## src/rtl/io_bank_ctrl.sv

```systemverilog
// Controller for a bank of bidirectional IO cells: per-pad cell configuration
// registers, registered output path, and synchronised/filtered input path with edge flags.
module io_bank_ctrl #(
  parameter int                      NUM_PADS     = 8,
  parameter int                      IOCELL_CFG_W = 3,
  parameter logic [IOCELL_CFG_W-1:0] CFG_RST      = '1,
  parameter int                      SYNC_STAGES  = 2,
  parameter int                      FILT_LEN     = 4,
  parameter int                      ADDR_W       = 6
) (
  input  logic                             clk,
  input  logic                             rst_n,
  input  logic                             reg_req,
  input  logic                             reg_we,
  input  logic [ADDR_W-1:0]                reg_addr,
  input  logic [31:0]                      reg_wdata,
  output logic                             reg_gnt,
  output logic                             reg_rvalid,
  output logic [31:0]                      reg_rdata,
  input  logic [NUM_PADS-1:0]              core_out,
  output logic [NUM_PADS-1:0]              core_in,
  output logic                             irq,
  output logic [NUM_PADS*IOCELL_CFG_W-1:0] cell_cfg,
  output logic [NUM_PADS-1:0]              cell_from_core,
  input  logic [NUM_PADS-1:0]              cell_to_core
);

  localparam int W     = IOCELL_CFG_W;
  localparam int CNT_W = (FILT_LEN > 1) ? $clog2(FILT_LEN) : 1;
  localparam logic [CNT_W-1:0]  CNT_MAX     = CNT_W'(FILT_LEN - 1);
  localparam logic [ADDR_W-1:0] ADDR_STATUS = ADDR_W'(NUM_PADS);
  localparam logic [ADDR_W-1:0] ADDR_PADIN  = ADDR_W'(NUM_PADS + 1);

  logic [W-1:0]        cfg_q   [NUM_PADS];
  logic [NUM_PADS-1:0] filt_en;
  logic [NUM_PADS-1:0] irq_en;
  logic [NUM_PADS-1:0] status;
  logic [NUM_PADS-1:0] core_in_p2;
  logic [NUM_PADS-1:0] sync_p1 [SYNC_STAGES];
  logic [CNT_W-1:0]    cnt_q   [NUM_PADS];

  logic [NUM_PADS-1:0] pad_we;
  logic [NUM_PADS-1:0] status_w1c;
  logic [NUM_PADS-1:0] core_in_nxt;
  logic [CNT_W-1:0]    cnt_nxt [NUM_PADS];
  logic [NUM_PADS-1:0] s;
  logic [31:0]         rd_data_p0;
  logic                unused_wdata;

  assign reg_gnt      = reg_req;
  assign core_in      = core_in_p2;
  assign s            = sync_p1[SYNC_STAGES-1];
  assign unused_wdata = ^reg_wdata;

  for (genvar g = 0; g < NUM_PADS; g++) begin : g_cfg_bus
    assign cell_cfg[g*W +: W] = cfg_q[g];
  end

  // Bus decode and read mux (combinational, registered into the response below)
  always_comb begin
    pad_we     = '0;
    status_w1c = '0;
    rd_data_p0 = '0;
    for (int i = 0; i < NUM_PADS; i++) begin
      pad_we[i] = reg_req && reg_we && (reg_addr == ADDR_W'(i));
      if (reg_addr == ADDR_W'(i))
        rd_data_p0[W+1:0] = {irq_en[i], filt_en[i], cfg_q[i]};
    end
    if (reg_req && reg_we && (reg_addr == ADDR_STATUS))
      status_w1c = reg_wdata[NUM_PADS-1:0];
    if (reg_addr == ADDR_STATUS)
      rd_data_p0[NUM_PADS-1:0] = status;
    else if (reg_addr == ADDR_PADIN)
      rd_data_p0[NUM_PADS-1:0] = core_in_p2;
  end

  // Input conditioning: a filt_en change freezes core_in and restarts the filter
  always_comb begin
    core_in_nxt = core_in_p2;
    for (int i = 0; i < NUM_PADS; i++) begin
      cnt_nxt[i] = '0;
      if (pad_we[i] && (reg_wdata[W] != filt_en[i])) begin
        cnt_nxt[i] = '0;
      end else if (!filt_en[i]) begin
        core_in_nxt[i] = s[i];
      end else if (s[i] != core_in_p2[i]) begin
        if (cnt_q[i] == CNT_MAX)
          core_in_nxt[i] = s[i];
        else
          cnt_nxt[i] = cnt_q[i] + 1'b1;
      end
    end
  end

  // Stage p1: synchroniser chain
  always_ff @(posedge clk or negedge rst_n) begin
    if (!rst_n) begin
      for (int k = 0; k < SYNC_STAGES; k++) sync_p1[k] <= '0;
    end else begin
      sync_p1[0] <= cell_to_core;
      for (int k = 1; k < SYNC_STAGES; k++) sync_p1[k] <= sync_p1[k-1];
    end
  end

  // Stage p2: conditioned input, edge flags, interrupt, config and response
  always_ff @(posedge clk or negedge rst_n) begin
    if (!rst_n) begin
      for (int i = 0; i < NUM_PADS; i++) begin
        cfg_q[i] <= CFG_RST;
        cnt_q[i] <= '0;
      end
      filt_en        <= '0;
      irq_en         <= '0;
      status         <= '0;
      core_in_p2     <= '0;
      irq            <= 1'b0;
      reg_rvalid     <= 1'b0;
      reg_rdata      <= '0;
      cell_from_core <= '0;
    end else begin
      for (int i = 0; i < NUM_PADS; i++) begin
        cnt_q[i] <= cnt_nxt[i];
        if (pad_we[i]) begin
          cfg_q[i]   <= reg_wdata[W-1:0];
          filt_en[i] <= reg_wdata[W];
          irq_en[i]  <= reg_wdata[W+1];
        end
      end
      core_in_p2     <= core_in_nxt;
      status         <= (status & ~status_w1c) | (core_in_nxt & ~core_in_p2);
      irq            <= |(status & irq_en);
      reg_rvalid     <= reg_req;
      reg_rdata      <= (reg_req && !reg_we) ? rd_data_p0 : '0;
      cell_from_core <= core_out;
    end
  end

endmodule

```

## config.mk

```make
export PLATFORM = sky130hd
export DESIGN_NAME = io_bank_ctrl
export DESIGN_NICKNAME = d
export VERILOG_FILES = /design/src/rtl/io_bank_ctrl.sv
export SDC_FILE = /design/constraint.sdc
export NUM_CORES = 1
export LEC_CHECK = 0
export ABC_CLOCK_PERIOD_IN_PS = 3600
export CORE_ASPECT_RATIO = 0.7
export CORE_MARGIN = 2
export CORE_UTILIZATION = 35
export DETAILED_ROUTE_END_ITERATION = 12
export GPL_TIMING_DRIVEN = 1
export PLACE_DENSITY = 0.6
export SLEW_MARGIN = 5
export SYNTH_ARGS = -nofsm -noshare
export SYNTH_HDL_FRONTEND = slang
export SYNTH_SLANG_ARGS = --single-unit
```

## constraint.sdc

```tcl
create_clock -name clk -period 3.6 [get_ports clk]
set_input_delay 0.72 -clock clk [delete_from_list [all_inputs] [get_ports clk]]
set_output_delay 0.72 -clock clk [all_outputs]
set_load 0.005 [all_outputs]
```

## Word-level counts from Yosys, hierarchy flattened

Index checks and enable logic that the tools add are counted.

| word-level totals | value |
|---|---|
| bits in registers | 106 |
| latch bits | 0 |
| memory bits (writable) | 0 |
| bits in read-only memories | 0 |
| input port bits | 58 |
| output and inout port bits | 75 |
| memories kept | 0 |

| operators by class | value |
|---|---|
| add/sub/neg operators | 8 |
| $mul | 0 |
| div/mod/pow operators | 0 |
| order comparisons | 0 |
| equal/unequal tests | 33 |
| shifts and indexed selects | 0 |
| mux-type cells | 76 |
| bitwise operators | 6 |
| reductions and logical operators | 22 |

Operators by type and width:

| cell | number |
|---|---|
| $mux 2 | 32 |
| $mux 5 | 8 |
| $mux 1 | 32 |
| $mux 8 | 4 |
| $and 8x8->8 | 3 |
| $eq 6x3->1 const B | 4 |
| $logic_and 1x1->1 | 19 |
| $add 2x1->2 const B | 8 |
| $eq 2x2->1 const B | 8 |
| $ne 1x1->1 | 16 |
| $not 8->8 | 2 |
| $eq 6x2->1 const B | 2 |
| $eq 6x4->1 const B | 2 |
| $or 8x8->8 | 1 |
| $reduce_or 8->1 | 1 |
| $eq 6x1->1 const B | 1 |
| $logic_not 6->1 | 1 |
| $logic_not 1->1 | 1 |

## Longest topological paths before layout

| depth | value |
|---|---|
| depth after elaboration | 12 |
| depth in mapped cells | 6 |
| mapped depth without buffers | 5 |

## Least setup slack after synthesis

OpenSTA, ideal clock, no wires.

| timing | value |
|---|---|
| kind | input port to flip-flop |
| from | input reg_addr[0] |
| to | register irq_en[4] |
| arrival | 2077 ps |
| required time | 3475 ps |
| path slack | 1399 ps |
| stages | 5 |
| path buffers | 2 |
| cells stage by stage | clkbuf_1 > or2_2 > clkbuf_1 > nor3_4 > mux2_2 |

| on the way | value |
|---|---|
| longest elaborated chain between the ends | 2 |

RTL lines:

| item | line | RTL |
|---|---|---|
| start: declaration | 15 | `input logic [ADDR_W-1:0] reg_addr,` |
| $eq 6x3->1 | 65 | `pad_we[i] = reg_req && reg_we && (reg_addr == ADDR_W'(i));` |
| $logic_and 1x1->1 | 65 |  |
| end signal: indexed assignment | 126 | `irq_en[i] <= reg_wdata[W+1];` |
| end: declaration | 36 | `logic [NUM_PADS-1:0] irq_en;` |

Every way passes these cells.
A chain may end at the register's enable or synchronous reset.

## Final worst setup path

| timing | value |
|---|---|
| from | input reg_addr[5] |
| to | register irq_en[4] |

The elaborated chain is that of the path after synthesis.

==> summary.txt <==
Run
  – Max cap viols: 0

Drt
  – Drt total wl: 14,600 um
  – DR iter-0 viols: ~320
  – Vias: 4,120
  – # DRC: 0
  – Detailed-route vias per instance: 5.28
  – Final antenna-violating net count: 0
  – Met3 wire len: 1250 um
  – Average wire per standard cell: 18.8 um
  – Wire length on met1: 7070 um
  – Met2 wire len: 6110 um
  – DRT Pass-1 Iters: 4
  – Top sig layer: met4

Clocking
  – TritonCTS clock tree: done
  – # resized after CTS: 0
  – Hold buffers post-CTS: 0
  – Clock tree buffer depth: 2
  – Number of CTS-inserted buffers: 9
  – H-tree depth: 3
  – Clock root buffer: clkbuf_16
  – Worst-path clk slew: 0.07 ns
  – Clock Sinks: 106
  – Post-CTS Setup Inserts: 0
  – Clock latency on the worst-skew pair: 0.35 ns

Logic synthesis
  – Asr flop ratio synth: 1.00
  – Post-Syn Area per Cell: 10.6 sq um
  – Sequential-to-total area share from yosys stat: 0.506
  – Top post-synthesis cells by area: dfrtp_1 (39%), dfstp_2 (12%), nand2_1 (5.8%)
  – Distinct cells, synth: 69
  – Post-synth EDFFs: 0
  – Cell taking the most area after synthesis: dfrtp_1
  – Cell Area, Synth: between 5000 and 6000 sq um
  – Yosys reg bits: 106
  – Mapped Cells: 499
  – Ys flop type: dfrtp_1
  – Area share of the largest cell type after synthesis: 0.387
  – Ys Warns: 0

Timing
  – Worst Tran Pin Value: 0.651 ns
  – Worst hold slack: 0.349 ns
  – Min Tclk post-route: 2.82 ns
  – Worst slew margin: 0.565
  – Post-Route Setup TNS: 0 ns
  – Clk_skew: 0.0106 ns
  – Part of the cycle the worst path needs: 0.782
  – Final Hold Violating Endpoints: 0
  – Slew Limit Fails: 0
  – Final Setup Violations: 0
  – Achievable frequency: 355 MHz
  – RSZ-0062 raised after global routing: no

Global routing
  – Global Route Usage Sum: 0.187
  – First-pass GRT wire length: between 20,000 and 25,000 um
  – Number of global-route vias before repair: 4,024
  – Largest net degree at the start of global routing: 107
  – Initial antenna violation count: 0
  – Remaining global-route overflow: 0

Critical path
  – R2r setup slk: slightly above 2 ns
  – Worst setup SP type: input port
  – Worst Path Arrival: 3.05 ns
  – Reg2reg start: cell_cfg[6]
  – CP endpoint kind: flip-flop
  – Reg2reg path depth: 4
  – Crit path to: irq_en[4]
  – Worst-path maximum fanout: 8
  – Critical path required time: 3.83 ns
  – Reg2reg end: reg_rdata[0]
  – Setup CP Type: input port to flip-flop
  – Setup crit start: reg_addr[5]

Final layout
  – Share of cells above drive strength 1: 0.159
  – Final nets: ~650
  – Diodes inserted: 0
  – Commonest non-fill, non-tap cell in the layout: clkdlybuf4s50_1
  – Area growth syn-to-layout: 23.6%
  – Commonest non-fill, non-tap cells in the layout: clkdlybuf4s50_1 (83), nand2_1 (82), dfrtp_1 (82), conb_1 (24), dfstp_2 (24)

Die
  – Rows: 37
  – Core area: 14,800 sq um
  – Io pins: 133
  – DIE WIDTH: 151 um
  – Die footprint: 16,200 sq um
  – Initial Util: 0.359
  – Die Ht: 107 um

Power
  – Worst VDD drop: 207 uV
  – PD cells: 419 nW/um^2
  – Leakage power of the design: 2.74 nW

Place
  – RD Place Congestion: 0.915
  – PortBufs: 84
  – HPWL after detailed placement: 10,400 um

Status
  – Status: completed

Min path
  – Hold Crit Class: flip-flop to flip-flop
cells in the mapped netlist (8+ instances only):
| cell type | number |
|---|---|
| xor2_1 | 10 |
| clkbuf_1 | 14 |
| nand3_1 | 15 |
| nand2b_1 | 15 |
| dfrtp_1 | 82 |
| buf_4 | 25 |
| mux2_2 | 20 |
| o211ai_1 | 8 |
| a21oi_1 | 9 |
| o21ai_0 | 21 |
| nand2_1 | 82 |
| a221oi_1 | 8 |
| inv_1 | 11 |
| nor3_1 | 8 |
| dfstp_2 | 24 |
| nor2_1 | 20 |
| ha_1 | 8 |
worst min path at each step:
stage,from,to,cells after the start
after detailed placement,sync_p1[12],s[4],0
after CTS,sync_p1[15],s[7],0
final,sync_p1[15],s[7],0
after global placement,sync_p1[8],s[0],0
after global routing,sync_p1[13],s[5],0
after floorplan,sync_p1[8],s[0],0
report_power, final:
part           internal [mW]  leakage [nW]  total, mW  switching, mW
combinational          0.227          1.35      0.431          0.203
clock                  0.472         0.123      0.912          0.440
sequential              1.30          1.26       1.40          0.106
layer usage:
metal | GRT usage | vias up
li1 | - | 1898
met1 | 0.277 | 2048
met2 | 0.261 | 152
met3 | 0.0604 | 22
met4 | 0.0481 | 0
met5 | 0 | -
metrics by stage:
step	cells	area (sq um)	util	power (mW)	worst slack [ns]
final	780	6550	0.444	2.75	0.784
after global routing	780	6550	0.444	2.88	0.755
after CTS	780	6550	0.444	2.78	0.803
after detailed placement	764	6290	0.426	1.85	0.434
after global placement	764	6290	0.426	1.84	0.468
after floorplan	522	5390	-	1.63	1.40
flip-flops by register name, indices dropped and copies added, names as in the netlist:
register and count:
core_in 8, sync_p1 8, irq 1, status 8, irq_en 8, cell_from_core 8, filt_en 8, reg_rvalid 1
cnt_q 16, reg_rdata 8, s 8, cell_cfg 24
cell type report:
| cell class | count | area (sq um) |
|---|---|---|
| inverters | 11 | 41.3 |
| fillers | 1392 | 8220 |
| multi-input cells | 354 | 2360 |
| clock inverters | 4 | 28.8 |
| repair buffers | 98 | 956 |
| clock buffers | 12 | 236 |
| well taps | 195 | 244 |
| flip-flops and latches | 106 | 2680 |
critical path, cell delays in order:
cell and delay, ns:
clkdlybuf4s50_1 0.58, or4b_1 0.82, nor3_4 0.53, mux2_2 0.40
kinds of logic (layout without fill, tap and decap cells):
logic type | Yosys count | in the layout | synth area share
AOI/OAI and AO/OA | 93 | 93 | 0.124
xor gates and xnor gates | 10 | 10 | 0.0165
muxes | 30 | 30 | 0.0708
and+or+nand+nor | 189 | 189 | 0.198
adders and majority gates | 8 | 8 | 0.0189
buffers and inverters | 62 | 125 | 0.0647
DFF | 106 | 106 | 0.506
other | 1 | 24 | 0.000707
(Power assumes the default switching activity.)
